File: config.mk
export PLATFORM = sky130hd
export DESIGN_NAME = mosbius_cfg_loader
export DESIGN_NICKNAME = d
export VERILOG_FILES = /design/src/rtl/mosbius_pkg.sv /design/src/rtl/mosbius_frame_buf.sv /design/src/rtl/mosbius_cfg_loader.sv
export SDC_FILE = /design/constraint.sdc
export NUM_CORES = 1
export LEC_CHECK = 0
export ABC_AREA = 1
export CORE_ASPECT_RATIO = 1.25
export CORE_MARGIN = 4
export CORE_UTILIZATION = 50
export DETAILED_ROUTE_END_ITERATION = 8
export GPL_TIMING_DRIVEN = 0
export HOLD_SLACK_MARGIN = 0.12
export PLACE_DENSITY_LB_ADDON = 0.1
export SYNTH_ARGS = -nofsm -noshare
export SYNTH_HDL_FRONTEND = slang
export SYNTH_HIERARCHICAL = 1
export SYNTH_SLANG_ARGS = --single-unit
File: constraint.sdc
create_clock -name clk -period 2.3 [get_ports clk]
set_input_delay 0.345 -clock clk [delete_from_list [all_inputs] [get_ports clk]]
set_output_delay 0.345 -clock clk [all_outputs]
set_load 0.02 [all_outputs]
File: src/rtl/mosbius_pkg.sv
// Shared types and defaults for the MOSbius configuration loader.
// Optional readback verification is enabled with MOSBIUS_CFG_VERIFY_EN.
package mosbius_pkg;

    typedef enum logic [2:0] {
        ST_IDLE,
        ST_CLEAR,
        ST_LOAD,
        ST_SHIFT,
        ST_LATCH,
        ST_DONE
    } cfg_state_t;

    localparam int DEF_CHAIN_LEN  = 100;
    localparam int DEF_CLR_CYCLES = 4;

endpackage

File: src/rtl/mosbius_frame_buf.sv
// Frame register: byte-indexed writes, single-bit reads, plus whole-frame
// load/clear so the same block can serve as the readback shadow.
module mosbius_frame_buf
    import mosbius_pkg::*;
#(
    parameter int NBITS  = DEF_CHAIN_LEN,
    parameter int NBYTES = (NBITS + 7) / 8,
    parameter int BW     = (NBYTES > 1) ? $clog2(NBYTES) : 1,
    parameter int IW     = $clog2(NBITS)
) (
    input  logic             clk,
    input  logic             rst_n,
    input  logic             i_clr,
    input  logic             i_load_en,
    input  logic [NBITS-1:0] i_load_bits,
    input  logic             i_wr_en,
    input  logic [BW-1:0]    i_wr_idx,
    input  logic [7:0]       i_wr_data,
    input  logic [IW-1:0]    i_rd_idx,
    output logic             o_rd_bit,
    output logic [NBITS-1:0] o_bits
);

    logic [NBITS-1:0] r_bits;
    logic [NBITS-1:0] w_wr_bits;

    // Bits of the last byte beyond NBITS have no storage and are dropped here.
    for (genvar b = 0; b < NBITS; b++) begin : g_bit
        assign w_wr_bits[b] = (i_wr_idx == BW'(b / 8)) ? i_wr_data[b % 8] : r_bits[b];
    end

    always_ff @(posedge clk or negedge rst_n) begin
        if (!rst_n) begin
            r_bits <= '0;
        end else if (i_clr) begin
            r_bits <= '0;
        end else if (i_load_en) begin
            r_bits <= i_load_bits;
        end else if (i_wr_en) begin
            r_bits <= w_wr_bits;
        end
    end

    assign o_rd_bit = r_bits[i_rd_idx];
    assign o_bits   = r_bits;

endmodule

File: src/rtl/mosbius_cfg_loader.sv
// MOSbius switch-chain configuration sequencer: byte frame in, serial shift,
// latch strobe, chain clear. Readback check is built with MOSBIUS_CFG_VERIFY_EN.
module mosbius_cfg_loader
    import mosbius_pkg::*;
#(
    parameter int CHAIN_LEN  = DEF_CHAIN_LEN,
    parameter int CLR_CYCLES = DEF_CLR_CYCLES
) (
    input  logic       clk,
    input  logic       rst_n,
    input  logic [7:0] cfg_byte,
    input  logic       cfg_valid,
    output logic       cfg_ready,
    input  logic       cmd_clear,
    output logic       busy,
    output logic       done,
    output logic       sr_dat,
    output logic       sr_en,
    output logic       sr_latch,
    output logic       sr_rst_n,
    input  logic       sr_dat_out,
    output logic       vfy_err
);

    localparam int NBYTES  = (CHAIN_LEN + 7) / 8;
    localparam int BW      = (NBYTES > 1) ? $clog2(NBYTES) : 1;
    localparam int IW      = $clog2(CHAIN_LEN);
    localparam int CW      = $clog2(CHAIN_LEN + 1);
    localparam int KW      = $clog2(CLR_CYCLES + 1);
    localparam int TOP_POS = (CHAIN_LEN - 1) % 8;

    localparam logic [BW-1:0] LAST_BYTE = BW'(NBYTES - 1);
    localparam logic [CW-1:0] BIT_TC    = CW'(CHAIN_LEN);
    localparam logic [KW-1:0] CLR_TC    = KW'(CLR_CYCLES - 1);

    cfg_state_t      r_state;
    logic            r_cfg_ready;
    logic            r_busy;
    logic            r_done;
    logic            r_sr_dat;
    logic            r_sr_en;
    logic            r_sr_latch;
    logic            r_sr_rst_n;
    logic [BW-1:0]   r_byte_cnt;
    logic [CW-1:0]   r_bit_cnt;
    logic [KW-1:0]   r_clr_cnt;

    logic                 w_accept;
    logic                 w_frame_bit;
    logic [IW-1:0]        w_rd_idx;
    logic [CHAIN_LEN-1:0] w_frame_bits;

    // Handshake valid/ready: a byte transfers on a rising edge where both
    // cfg_valid and cfg_ready are high. The only combinational term is the
    // clear override in IDLE, so a clear request never also consumes a byte.
    assign cfg_ready = r_cfg_ready & ~((r_state == ST_IDLE) & cmd_clear);
    assign w_accept  = cfg_valid & cfg_ready;

    // r_bit_cnt counts bits already presented; it reads the next bit to send.
    assign w_rd_idx = (r_bit_cnt >= BIT_TC) ? '0 : IW'(BIT_TC - CW'(1) - r_bit_cnt);

    mosbius_frame_buf #(
        .NBITS (CHAIN_LEN)
    ) u_frame (
        .clk         (clk),
        .rst_n       (rst_n),
        .i_clr       (1'b0),
        .i_load_en   (1'b0),
        .i_load_bits ('0),
        .i_wr_en     (w_accept),
        .i_wr_idx    (r_byte_cnt),
        .i_wr_data   (cfg_byte),
        .i_rd_idx    (w_rd_idx),
        .o_rd_bit    (w_frame_bit),
        .o_bits      (w_frame_bits)
    );

    always_ff @(posedge clk or negedge rst_n) begin
        if (!rst_n) begin
            r_state     <= ST_IDLE;
            r_cfg_ready <= 1'b1;
            r_busy      <= 1'b0;
            r_done      <= 1'b0;
            r_sr_dat    <= 1'b0;
            r_sr_en     <= 1'b0;
            r_sr_latch  <= 1'b0;
            r_sr_rst_n  <= 1'b0;
            r_byte_cnt  <= '0;
            r_bit_cnt   <= '0;
            r_clr_cnt   <= '0;
        end else begin
            r_done     <= 1'b0;
            r_sr_latch <= 1'b0;
            case (r_state)
                ST_IDLE, ST_LOAD: begin
                    r_sr_rst_n <= 1'b1;
                    if (r_state == ST_IDLE && cmd_clear) begin
                        r_state     <= ST_CLEAR;
                        r_cfg_ready <= 1'b0;
                        r_busy      <= 1'b1;
                        r_sr_rst_n  <= 1'b0;
                        r_clr_cnt   <= '0;
                    end else if (w_accept) begin
                        r_busy <= 1'b1;
                        if (r_byte_cnt == LAST_BYTE) begin
                            // The top chain bit lives in the byte arriving now,
                            // so the first serial bit bypasses the buffer.
                            r_state     <= ST_SHIFT;
                            r_cfg_ready <= 1'b0;
                            r_byte_cnt  <= '0;
                            r_sr_en     <= 1'b1;
                            r_sr_dat    <= cfg_byte[TOP_POS];
                            r_bit_cnt   <= CW'(1);
                        end else begin
                            r_state    <= ST_LOAD;
                            r_byte_cnt <= r_byte_cnt + BW'(1);
                        end
                    end
                end
                ST_CLEAR: begin
                    if (r_clr_cnt == CLR_TC) begin
                        r_state     <= ST_IDLE;
                        r_cfg_ready <= 1'b1;
                        r_busy      <= 1'b0;
                        r_sr_rst_n  <= 1'b1;
                    end else begin
                        r_clr_cnt <= r_clr_cnt + KW'(1);
                    end
                end
                ST_SHIFT: begin
                    if (r_bit_cnt == BIT_TC) begin
                        r_state    <= ST_LATCH;
                        r_sr_en    <= 1'b0;
                        r_sr_dat   <= 1'b0;
                        r_sr_latch <= 1'b1;
                    end else begin
                        r_sr_dat  <= w_frame_bit;
                        r_bit_cnt <= r_bit_cnt + CW'(1);
                    end
                end
                ST_LATCH: begin
                    r_state <= ST_DONE;
                    r_done  <= 1'b1;
                end
                ST_DONE: begin
                    r_state     <= ST_IDLE;
                    r_cfg_ready <= 1'b1;
                    r_busy      <= 1'b0;
                    r_bit_cnt   <= '0;
                end
                default: begin
                    r_state     <= ST_IDLE;
                    r_cfg_ready <= 1'b1;
                    r_busy      <= 1'b0;
                    r_sr_en     <= 1'b0;
                    r_sr_dat    <= 1'b0;
                end
            endcase
        end
    end

`ifdef MOSBIUS_CFG_VERIFY_EN
    logic                 r_vfy_err;
    logic                 w_shadow_bit;
    logic [IW-1:0]        w_vfy_idx;
    logic [CHAIN_LEN-1:0] w_unused_shadow_bits;

    // In shift cycle i the chain tail shows old bit CHAIN_LEN-1-i; r_bit_cnt is i+1.
    assign w_vfy_idx = (r_bit_cnt == '0) ? '0 : IW'(BIT_TC - r_bit_cnt);

    mosbius_frame_buf #(
        .NBITS (CHAIN_LEN)
    ) u_shadow (
        .clk         (clk),
        .rst_n       (rst_n),
        .i_clr       (r_state == ST_CLEAR),
        .i_load_en   (r_state == ST_LATCH),
        .i_load_bits (w_frame_bits),
        .i_wr_en     (1'b0),
        .i_wr_idx    ('0),
        .i_wr_data   ('0),
        .i_rd_idx    (w_vfy_idx),
        .o_rd_bit    (w_shadow_bit),
        .o_bits      (w_unused_shadow_bits)
    );

    always_ff @(posedge clk or negedge rst_n) begin
        if (!rst_n) begin
            r_vfy_err <= 1'b0;
        end else if (r_state == ST_IDLE && w_accept) begin
            r_vfy_err <= 1'b0;
        end else if (r_state == ST_SHIFT && sr_dat_out != w_shadow_bit) begin
            r_vfy_err <= 1'b1;
        end
    end

    assign vfy_err = r_vfy_err;
`else
    logic w_unused_vfy;
    assign w_unused_vfy = ^{sr_dat_out, w_frame_bits};
    assign vfy_err      = 1'b0;
`endif

    assign busy     = r_busy;
    assign done     = r_done;
    assign sr_dat   = r_sr_dat;
    assign sr_en    = r_sr_en;
    assign sr_latch = r_sr_latch;
    assign sr_rst_n = r_sr_rst_n;

endmodule

==> results of run 1 <==
==> worst max-delay path by stage <==
stage          slack [ns]            endpoint  depth (start not counted)          from
2_1_floorplan       -0.02              sr_dat                         25  r_bit_cnt[3]
3_3_place_gp        -4.16  u_frame/o_bits[44]                          1         rst_n
3_5_place_dp        -0.68              sr_dat                         23  r_bit_cnt[3]
4_1_cts             -0.29              sr_dat                         26  r_bit_cnt[3]
5_1_grt             -0.51              sr_dat                         24  r_bit_cnt[3]
6_report            -0.34              sr_dat                         24  r_bit_cnt[3]
==> cell usage after synthesis, types with 2 or more instances <==
master,count,area (um^2)
nor2_1,39,146
nand3_2,9,90.1
ha_1,8,100
inv_2,8,30.0
buf_1,3,11.3
buf_4,6,45.0
o21ai_1,3,15.0
o21ai_0,62,310
buf_2,25,125
a21oi_1,64,320
nand2_1,333,1250
buf_6,3,33.8
nand3_1,240,1200
xor2_1,3,26.3
nor2_4,5,56.3
inv_1,44,165
nand4_1,2,12.5
nand2_2,9,56.3
o22ai_1,2,12.5
nand3b_1,48,360
clkbuf_1,30,113
dfrtp_1,123,3080
nor2_2,2,12.5
==> layout by cell type (no fill, tap or decap), types with 3 or more instances in the layout <==
cell type,instances
nand3b_1,48
nand3_1,220
nor2_1,37
dfrtp_1,120
xor2_1,3
ha_1,7
nand2_2,22
clkbuf_16,17
dfrtp_2,3
o21ai_1,3
clkbuf_4,5
o21ai_0,61
clkinvlp_4,4
buf_2,12
clkdlybuf4s50_1,16
clkbuf_8,4
buf_4,21
inv_2,8
clkbuf_1,29
bufinv_16,3
inv_1,41
nor2_4,7
a21oi_1,64
buf_1,3
buf_6,3
conb_1,104
nand2_1,316
nand3_2,28
buf_8,4
nand2_4,5
clkinv_2,3
==> power by group <==
| group | leakage (nW) | internal [mW] | total (mW) | switching, mW |
|---|---|---|---|---|
| clock | 0.299 | 1.81 | 2.83 | 1.02 |
| sequential | 1.61 | 2.48 | 2.75 | 0.270 |
| combinational | 2.75 | 1.19 | 3.39 | 2.20 |
==> through the flow <==
step / TNS, ns / setup WS, ns / utilization [%] / total power, mW
2_1_floorplan: -0.0177 / -0.0177 / - / 4.75
3_3_place_gp: -516.55 / -4.16 / 56.8 / 5.63
3_5_place_dp: -3.23 / -0.685 / 57.0 / 5.67
4_1_cts: -0.295 / -0.295 / 63.1 / 8.83
5_1_grt: -0.710 / -0.507 / 63.9 / 9.46
6_report: -0.342 / -0.342 / 63.9 / 8.98
==> cells by family (layout without fill, tap and decap cells) <==
kind of cell    count (synthesis)  count (layout)  share of synthesized area (%)
buf+inv                       119             184                           6.78
xor+xnor                        4               4                          0.455
flops                         124             124                           40.3
simple gates                  694             694                           42.3
fa+ha+maj                       8               8                           1.30
compound gates                134             134                           8.86
other cells                     1             104                         0.0486
==> critical path: cells and delay by family (launching register included) <==
family / cells / cell delay, ns
AOI/OAI and AO/OA: 2 / 0.14
buffers and inverters: 6 / 0.66
DFF: 1 / 0.43
and+or+nand+nor: 16 / 1.27
==> flip-flops by register name, summed over array words and instances, names as in the netlist, 3 cells and up <==
| signal | count |
|---|---|
| r_bit_cnt | 7 |
| r_state | 3 |
| r_byte_cnt | 4 |
| r_clr_cnt | 3 |
| u_frame/o_bits | 100 |
==> metal layers <==
| layer | up-vias | wire [um] | GRT usage, % |
|---|---|---|---|
| met5 | - | 0 | 0 |
| met4 | 0 | 1050 | 14.2 |
| met3 | 80 | 1930 | 5.66 |
| met2 | 378 | 12400 | 49.8 |
| met1 | 3653 | 10100 | 35.9 |
| li1 | 3837 | - | - |
==> repair_timing <==
| action | CTS | global route |
|---|---|---|
| setup endpoints to repair | 10 | 48 |
| resized for setup | 52 | 30 |
| hold buffers | 1 | 0 |
| buffers inserted | 11 | 2 |
| endpoints found under the hold margin | 39 | 0 |
| pin swaps | 22 | 13 |
| cloned | 1 | 0 |
==> layout make-up <==
class                           count  share of cell area (%)
Multi-Input combinational cell    944                    48.6
Sequential cell                   124                    32.3
Clock buffer                       22                    5.03
Buffer                             66                    4.06
Timing Repair Buffer               34                    3.73
Tap cell                          208                    2.70
Inverter                           52                    2.14
Clock inverter                     10                    1.42
==> results.json, run 1 <==
{
  "final_hold_viol_count": 0,
  "num-fill-cells": 1401,
  "die_w_um": 119,
  "standard_cell_core_area_um2": 15100,
  "critPathCaptureType": "flop",
  "synth.lib_cells_used.distinct": 36,
  "critical_path_arrival_ns": 2.96,
  "timing.max_slew.rel_slack_pct": 49.2,
  "detail-route-antenna-nets": 0,
  "antenna_cells_inserted": 0,
  "numPlacedInstances": 1414,
  "multiInputGateArea_um2": 4680,
  "grt.overflow.total": 0,
  "vias": 7948,
  "clk_pin_slew_worst_paths_ns": 0.06,
  "route.final.wire_length_um": 25400,
  "initial_core_util_pct": 51.1,
  "synth_enable_flop_cells": 0,
  "worst_path_most_repeated_cell": "nand2_1",
  "max_freq_mhz": 378,
  "hold_path.class": "in2async",
  "netlist_area_um2": 7710,
  "crit-reg2reg-launch": "r_bit_cnt[3]",
  "static-leakage-power_nw": 4.67,
  "reg2regPathDepth": 24,
  "cts_root_buffer": "clkbuf_16",
  "design.portCount": 21,
  "drv.max_cap_violation_count": 0,
  "regToRegSetupSlack_ns": -0.34,
  "synthCells": 1084,
  "cpPeakStageDelay_ns": 0.43,
  "via_per_inst": 5.44,
  "final_max_slew_viol_count": 0,
  "power_density_nw_per_um2": 933,
  "violations": "setup timing",
  "post-route-worst-setup-slack_ns": -0.342,
  "dpl_cell_area_um2": 8590,
  "layout_overhead_on_the_synthesized_area_pct": 24.9,
  "worstSetupPathType": "reg2reg",
  "worstPathMaxFanout": 7,
  "fin_worst_hold_slack_ns": 0.390,
  "postLayoutCellArea_um2": 9630,
  "die_y_um": 147,
  "postSynth.topFlopCell": "dfrtp_1",
  "drt_first_pass_iters": 5,
  "detailed_place_hpwl_um": 17200,
  "required_ns": 2.61,
  "syn_avg_cell_area_um2": 7.11,
  "synth-seq-area-share_pct": 40.3,
  "remaining_drc_errors": 0,
  "regArea_um2": 3110,
  "design.die.area_um2": 17500,
  "max-vdd-ir-drop_mv": 0.584,
  "ys.warnings.count": 6,
  "async_flop_share_pct": 100,
  "period_share_pct": 115,
  "run_status": "complete, but fails checks",
  "detail_route.wl_per_cell_um": 17.4,
  "worst_slew_pin_tran_ns": 0.762,
  "unrepaired_setup_endpoints_after_global_routing": "true",
  "yosys_register_bits": 124,
  "tritoncts_clock_tree": "built",
  "first_global_vias": 7441,
  "grt_start_max_net_pins": 86,
  "antenna_violations_before_repair": 0,
  "timing.clock.skew_ns": 0.00631,
  "cts_max_level": 4,
  "ctsLongestPathBuffers": 2,
  "timing.rr.end": "sr_dat",
  "layoutNonFillerInstCount": 1460,
  "numCtsBuffers": 17,
  "setup_violations": 1,
  "gp_congestion": 0.942,
  "path_cells": "buf_6 -> nor2_4 -> nand2_1 -> nand2_2 -> o21ai_4 -> nor2_4 -> inv_4 -> buf_8 -> buf_12 -> buf_12 -> nand2_4 -> nand3_2 -> nand2_2 -> nand2_1 -> nand3_1 -> nand3_1 -> nand3_1 -> nand2_1 -> nand2_1 -> inv_1 -> nand3_2 -> nand2_1 -> nand2_1 -> o21ai_1",
  "grt_first_pass_wirelength_um": 39900,
  "total_routing_resource_utilization_after_global_routing_pct": 29.4,
  "cp_slowest_cell": "dfrtp_2",
  "worstSkewPairLatency_ns": 0.43,
  "timing.critical_path.from_type": "flop",
  "row_count": 50,
  "finalNetCount": 1260,
  "layout_min_cycle_time_ns": 2.64,
  "layout-drive-gt1-share_pct": 13.6,
  "clock-sinks": 124,
  "placement.io_buffers": 18,
  "drt_first_iter_violations": 879
}
(Power assumes the default switching activity.)
==> run 2, diff against run 1 <==
Clock period 2.3 ns to 2.7 ns, I/O delays scaled along.
==> results.json, run 2 (synthesis gave the netlist of run 1 again) <==
{
  "run_status": "completed",
  "placement.io_buffers": 18,
  "layout.core_utilization_pct": 64.2,
  "critical_path_arrival_ns": 2.96,
  "max-vdd-ir-drop_mv": 0.488,
  "detailed_place_hpwl_um": 17100,
  "gp_congestion": 0.922,
  "numCtsBuffers": 17,
  "cts_max_level": 4,
  "via_per_inst": 5.49,
  "hold_path.class": "reg2reg",
  "detail-route-antenna-nets": 0,
  "critPathCaptureType": "flop",
  "hold_startpoint": "busy",
  "standard_cell_core_area_um2": 15100,
  "layout-drive-gt1-share_pct": 14.2,
  "route.final.wire_length_um": 25700,
  "timing.max_slew.rel_slack_pct": 50.6,
  "vias": 8027,
  "layout_overhead_on_the_synthesized_area_pct": 25.5,
  "worstPathMaxFanout": 8,
  "drt_first_iter_violations": 865,
  "cts_root_buffer": "clkbuf_16",
  "worstSkewPairLatency_ns": 0.43,
  "fin_worst_hold_slack_ns": 0.475,
  "crit_start": "r_bit_cnt[3]",
  "antenna_violations_before_repair": 0,
  "remaining_drc_errors": 0,
  "clock-sinks": 124,
  "grt.overflow.total": 0,
  "initial_core_util_pct": 51.1,
  "crit-reg2reg-launch": "r_bit_cnt[3]",
  "drv.max_cap_violation_count": 0,
  "layout_commonest_cell": "nand2_1",
  "finalNetCount": 1263,
  "cp_slowest_cell": "dfrtp_2",
  "cpPeakStageDelay_ns": 0.43,
  "setup_violations": 0,
  "worstSetupPathType": "reg2reg",
  "final_max_slew_viol_count": 0,
  "grt_start_max_net_pins": 69,
  "num-fill-cells": 1406,
  "timing.clock.skew_ns": 0.0192,
  "clk_pin_slew_worst_paths_ns": 0.06,
  "antenna_cells_inserted": 0,
  "drt_first_pass_iters": 6,
  "largest_register_ffs": 100,
  "static-leakage-power_nw": 4.68,
  "detail_route.wl_per_cell_um": 17.6,
  "first_global_vias": 7305,
  "layout_min_cycle_time_ns": 2.61,
  "design.portCount": 21,
  "power_density_nw_per_um2": 795,
  "required_ns": 3.05,
  "design.die.area_um2": 17500,
  "multiInputGateArea_um2": 4700,
  "worst_path_most_repeated_cell": "nand2_1",
  "worst_slew_pin_tran_ns": 0.740,
  "row_count": 50,
  "period_share_pct": 96.8,
  "layout_common_cells": "nand2_1, nand3_1, dfrtp_1, conb_1, a21oi_1",
  "tritoncts_clock_tree": "built",
  "power_mw": 7.69,
  "total_routing_resource_utilization_after_global_routing_pct": 29.2,
  "timing.critical_path.from_type": "flop",
  "grt_first_pass_wirelength_um": 39600,
  "ctsLongestPathBuffers": 2,
  "max_freq_mhz": 383,
  "regArea_um2": 3110,
  "unrepaired_setup_endpoints_after_global_routing": "true",
  "die_w_um": 119,
  "final_hold_viol_count": 0,
  "die_y_um": 147
}
## run 2: cell type report
cell class | instances | area share, %
Multi-Input combinational cell | 944 | 48.6
Sequential cell | 124 | 32.1
Clock buffer | 18 | 4.54
Timing Repair Buffer | 36 | 4.09
Inverter | 52 | 2.12
Buffer | 67 | 4.27
Clock inverter | 12 | 1.54
Tap cell | 208 | 2.69
## run 2: routing by layer
layer	share of wire [%]	global-route usage (%)	vias to the layer above
li1	-	-	3850
met1	40	37.1	3737
met2	48	48.4	362
met3	7.1	5.47	78
met4	4.3	13.2	0
met5	0	0	-
## run 2: power by group
group | switching, mW | internal, mW | leakage, nW
clock network | 0.868 | 1.46 | 0.279
logic | 1.92 | 1.09 | 2.79
registers | 0.235 | 2.11 | 1.61
## run 2: worst max-delay path, delay by kind of cell (launching register included)
family	cells	cell delay [ns]
compound gates	2	0.16
fa+ha+maj	1	0.13
buf+inv	7	0.76
flops	1	0.43
simple gates	15	1.03
## run 2: repair_timing
item | CTS | global route
hold endpoints to repair | 56 | 0
hold buffers | 1 | 0
cloned | 0 | 3
setup endpoints to repair | 1 | 1
resized for setup | 21 | 77
pin swaps | 0 | 24
setup buffers | 3 | 10
## run 2: worst paths after layout
check                                   end  slack, ns  depth (start not counted)
worst max-delay path                 sr_dat       0.09                         25
worst min-delay path                   busy       0.47                          2
worst max register to register       sr_dat       0.09                         25
worst min register to register         busy       0.47                          2
max in group asynchronous       r_cfg_ready       1.45                          3
min in group asynchronous          sr_rst_n       0.52                          2
## run 2: metrics by stage
step                TNS, ns  instance area [um^2]  instances  setup slack, ns
detailed placement   -0.537                  8560       1414           -0.537
global placement    -477.04                  8540       1413            -3.86
floorplan                 0                  8100       1187            0.257
CTS                       0                  9250       1448           0.0157
finish                    0                  9670       1461           0.0865
global route         -0.110                  9670       1461           -0.110
==> run 3, diff against run 2 <==
Settings changed: DONT_BUFFER_PORTS set to 1.
==> results.json, run 3 (synthesis gave the netlist of run 1 again) <==
{
  "run_status": "complete, but fails checks",
  "violations": "hold timing",
  "crit_start": "r_bit_cnt[2]",
  "die_w_um": 119,
  "drt_first_pass_iters": 5,
  "antenna_cells_inserted": 0,
  "layout-drive-gt1-share_pct": 14.7,
  "grt_start_max_net_pins": 125,
  "grt_first_pass_wirelength_um": 40400,
  "max_freq_mhz": 383,
  "cp_slowest_cell": "dfrtp_2",
  "finalNetCount": 1242,
  "drt_first_iter_violations": 810,
  "initial_core_util_pct": 51.1,
  "layout_overhead_on_the_synthesized_area_pct": 23.6,
  "worst_path_most_repeated_cell": "nand2_1",
  "remaining_drc_errors": 0,
  "hold_path.class": "in2async",
  "antenna_violations_before_repair": 0,
  "setup_violations": 0,
  "drv.max_cap_violation_count": 0,
  "fin_setup_tns_ns": 0,
  "reg2regPathDepth": 24,
  "power_density_nw_per_um2": 810,
  "ctsLongestPathBuffers": 2,
  "cts_max_level": 4,
  "via_per_inst": 5.48,
  "crit-reg2reg-launch": "r_bit_cnt[2]",
  "timing.critical_path.from_type": "flop",
  "worstPathMaxFanout": 8,
  "detail-route-antenna-nets": 0,
  "vias": 7906,
  "route.final.wire_length_um": 25800,
  "fin_worst_hold_slack_ns": -0.322,
  "detail_route.wl_per_cell_um": 17.9,
  "standard_cell_core_area_um2": 15100,
  "timing.max_slew.rel_slack_pct": 50.6,
  "first_global_vias": 7487,
  "required_ns": 3.01,
  "final_hold_viol_count": 124,
  "regToRegSetupSlack_ns": 0.09,
  "dpl_cell_area_um2": 8360,
  "cts_root_buffer": "clkbuf_16",
  "clock-sinks": 124,
  "design.die.area_um2": 17500,
  "layout_common_cells": "nand2_1, nand3_1, dfrtp_1, conb_1, a21oi_1",
  "final_max_slew_viol_count": 0,
  "total_routing_resource_utilization_after_global_routing_pct": 29.6,
  "design.portCount": 21,
  "unrepaired_setup_endpoints_after_global_routing": "true",
  "worstSkewPairLatency_ns": 0.43,
  "gp_congestion": 0.966,
  "cpPeakStageDelay_ns": 0.44,
  "largest_register_ffs": 100,
  "period_share_pct": 96.7,
  "worstSetupPathType": "reg2reg",
  "critical_path_arrival_ns": 2.92,
  "static-leakage-power_nw": 4.60,
  "path_delay_family": "simple AND/OR/NAND/NOR gates",
  "worst_slew_pin_tran_ns": 0.741,
  "row_count": 50,
  "layout_min_cycle_time_ns": 2.61,
  "critPathCaptureType": "flop",
  "die_y_um": 147,
  "clk_pin_slew_worst_paths_ns": 0.06,
  "tritoncts_clock_tree": "built",
  "numCtsBuffers": 17,
  "path_cells": "ha_4 -> nand2_2 -> inv_2 -> nand3_4 -> o21ai_4 -> nor2_2 -> buf_6 -> inv_8 -> buf_12 -> clkbuf_16 -> nand2_2 -> nand3_1 -> nand3_2 -> nand3_2 -> nand3_2 -> nand2_1 -> nor2_1 -> nand2_1 -> nand2_1 -> inv_2 -> nand3_2 -> nand2_1 -> nand2_1 -> o21ai_1",
  "timing.rr.end": "sr_dat",
  "timing.clock.skew_ns": 0.00880,
  "layout_commonest_cell": "nand2_1",
  "max-vdd-ir-drop_mv": 0.499,
  "postLayoutCellArea_um2": 9530,
  "placement.io_buffers": 0,
  "grt.overflow.total": 0,
  "detailed_place_hpwl_um": 17100,
  "buffering_stage_count_on_the_worst_path_with_inverters_included": 6
}
[run 3: changes by cell type in the layout (fill, tap and decap cells not counted), moves of 2 or more]
cell,delta
nor2_1,-2
clkdlybuf4s50_1,-17
buf_12,+2
clkbuf_8,+2
clkbuf_1,+2
buf_4,-3
buf_2,-2
nor2_2,+2
inv_1,-3
clkinv_2,-3
[run 3: final cells by class]
class                      instances  area (um^2)
inverter                          52          214
tap                              208          260
clock buffer                      22          474
clock inverter                    10          164
buffer                            67          433
fill                            1425         5550
multi-input combinational        944         4710
sequential                       124         3110
timing repair buffer              15          159
[run 3: what timing repair did]
action,CTS,global route
hold endpoints to repair,124,124
gates cloned,0,2
pin swaps,0,28
endpoints found under the setup margin,1,1
buffers inserted,4,9
resized for setup,23,90
[run 3: how the worst max path moves through the flow]
stage,endpoint,slack [ns],cells past startpoint
floorplan,sr_dat,0.26,23
detailed placement,sr_dat,-0.53,23
CTS,sr_dat,0.004,25
global placement,sr_dat,-0.50,23
global route,sr_dat,-0.09,24
finish,sr_dat,0.09,24
[run 3: per-layer routing]
| layer | global-route usage, % | routed length, um |
|---|---|---|
| met2 | 49.8 | 12700 |
| met4 | 14.8 | 1130 |
| met3 | 4.58 | 1620 |
| met1 | 36.8 | 10300 |
| met5 | 0 | 0 |
[run 3: metrics by stage]
step	power [mW]	std cells	utilization, %	setup slack [ns]
2_1_floorplan	4.04	1187	-	0.257
3_3_place_gp	4.66	1395	55.4	-0.504
3_5_place_dp	4.71	1395	55.4	-0.530
4_1_cts	7.27	1431	60.3	0.00433
5_1_grt	8.13	1442	63.2	-0.0944
6_report	7.72	1442	63.2	0.0887
[run 3: power breakdown]
part	switching, mW	internal, mW
combinational	1.85	1.01
clock	0.861	1.62
sequential	0.272	2.11
total	2.98	4.74
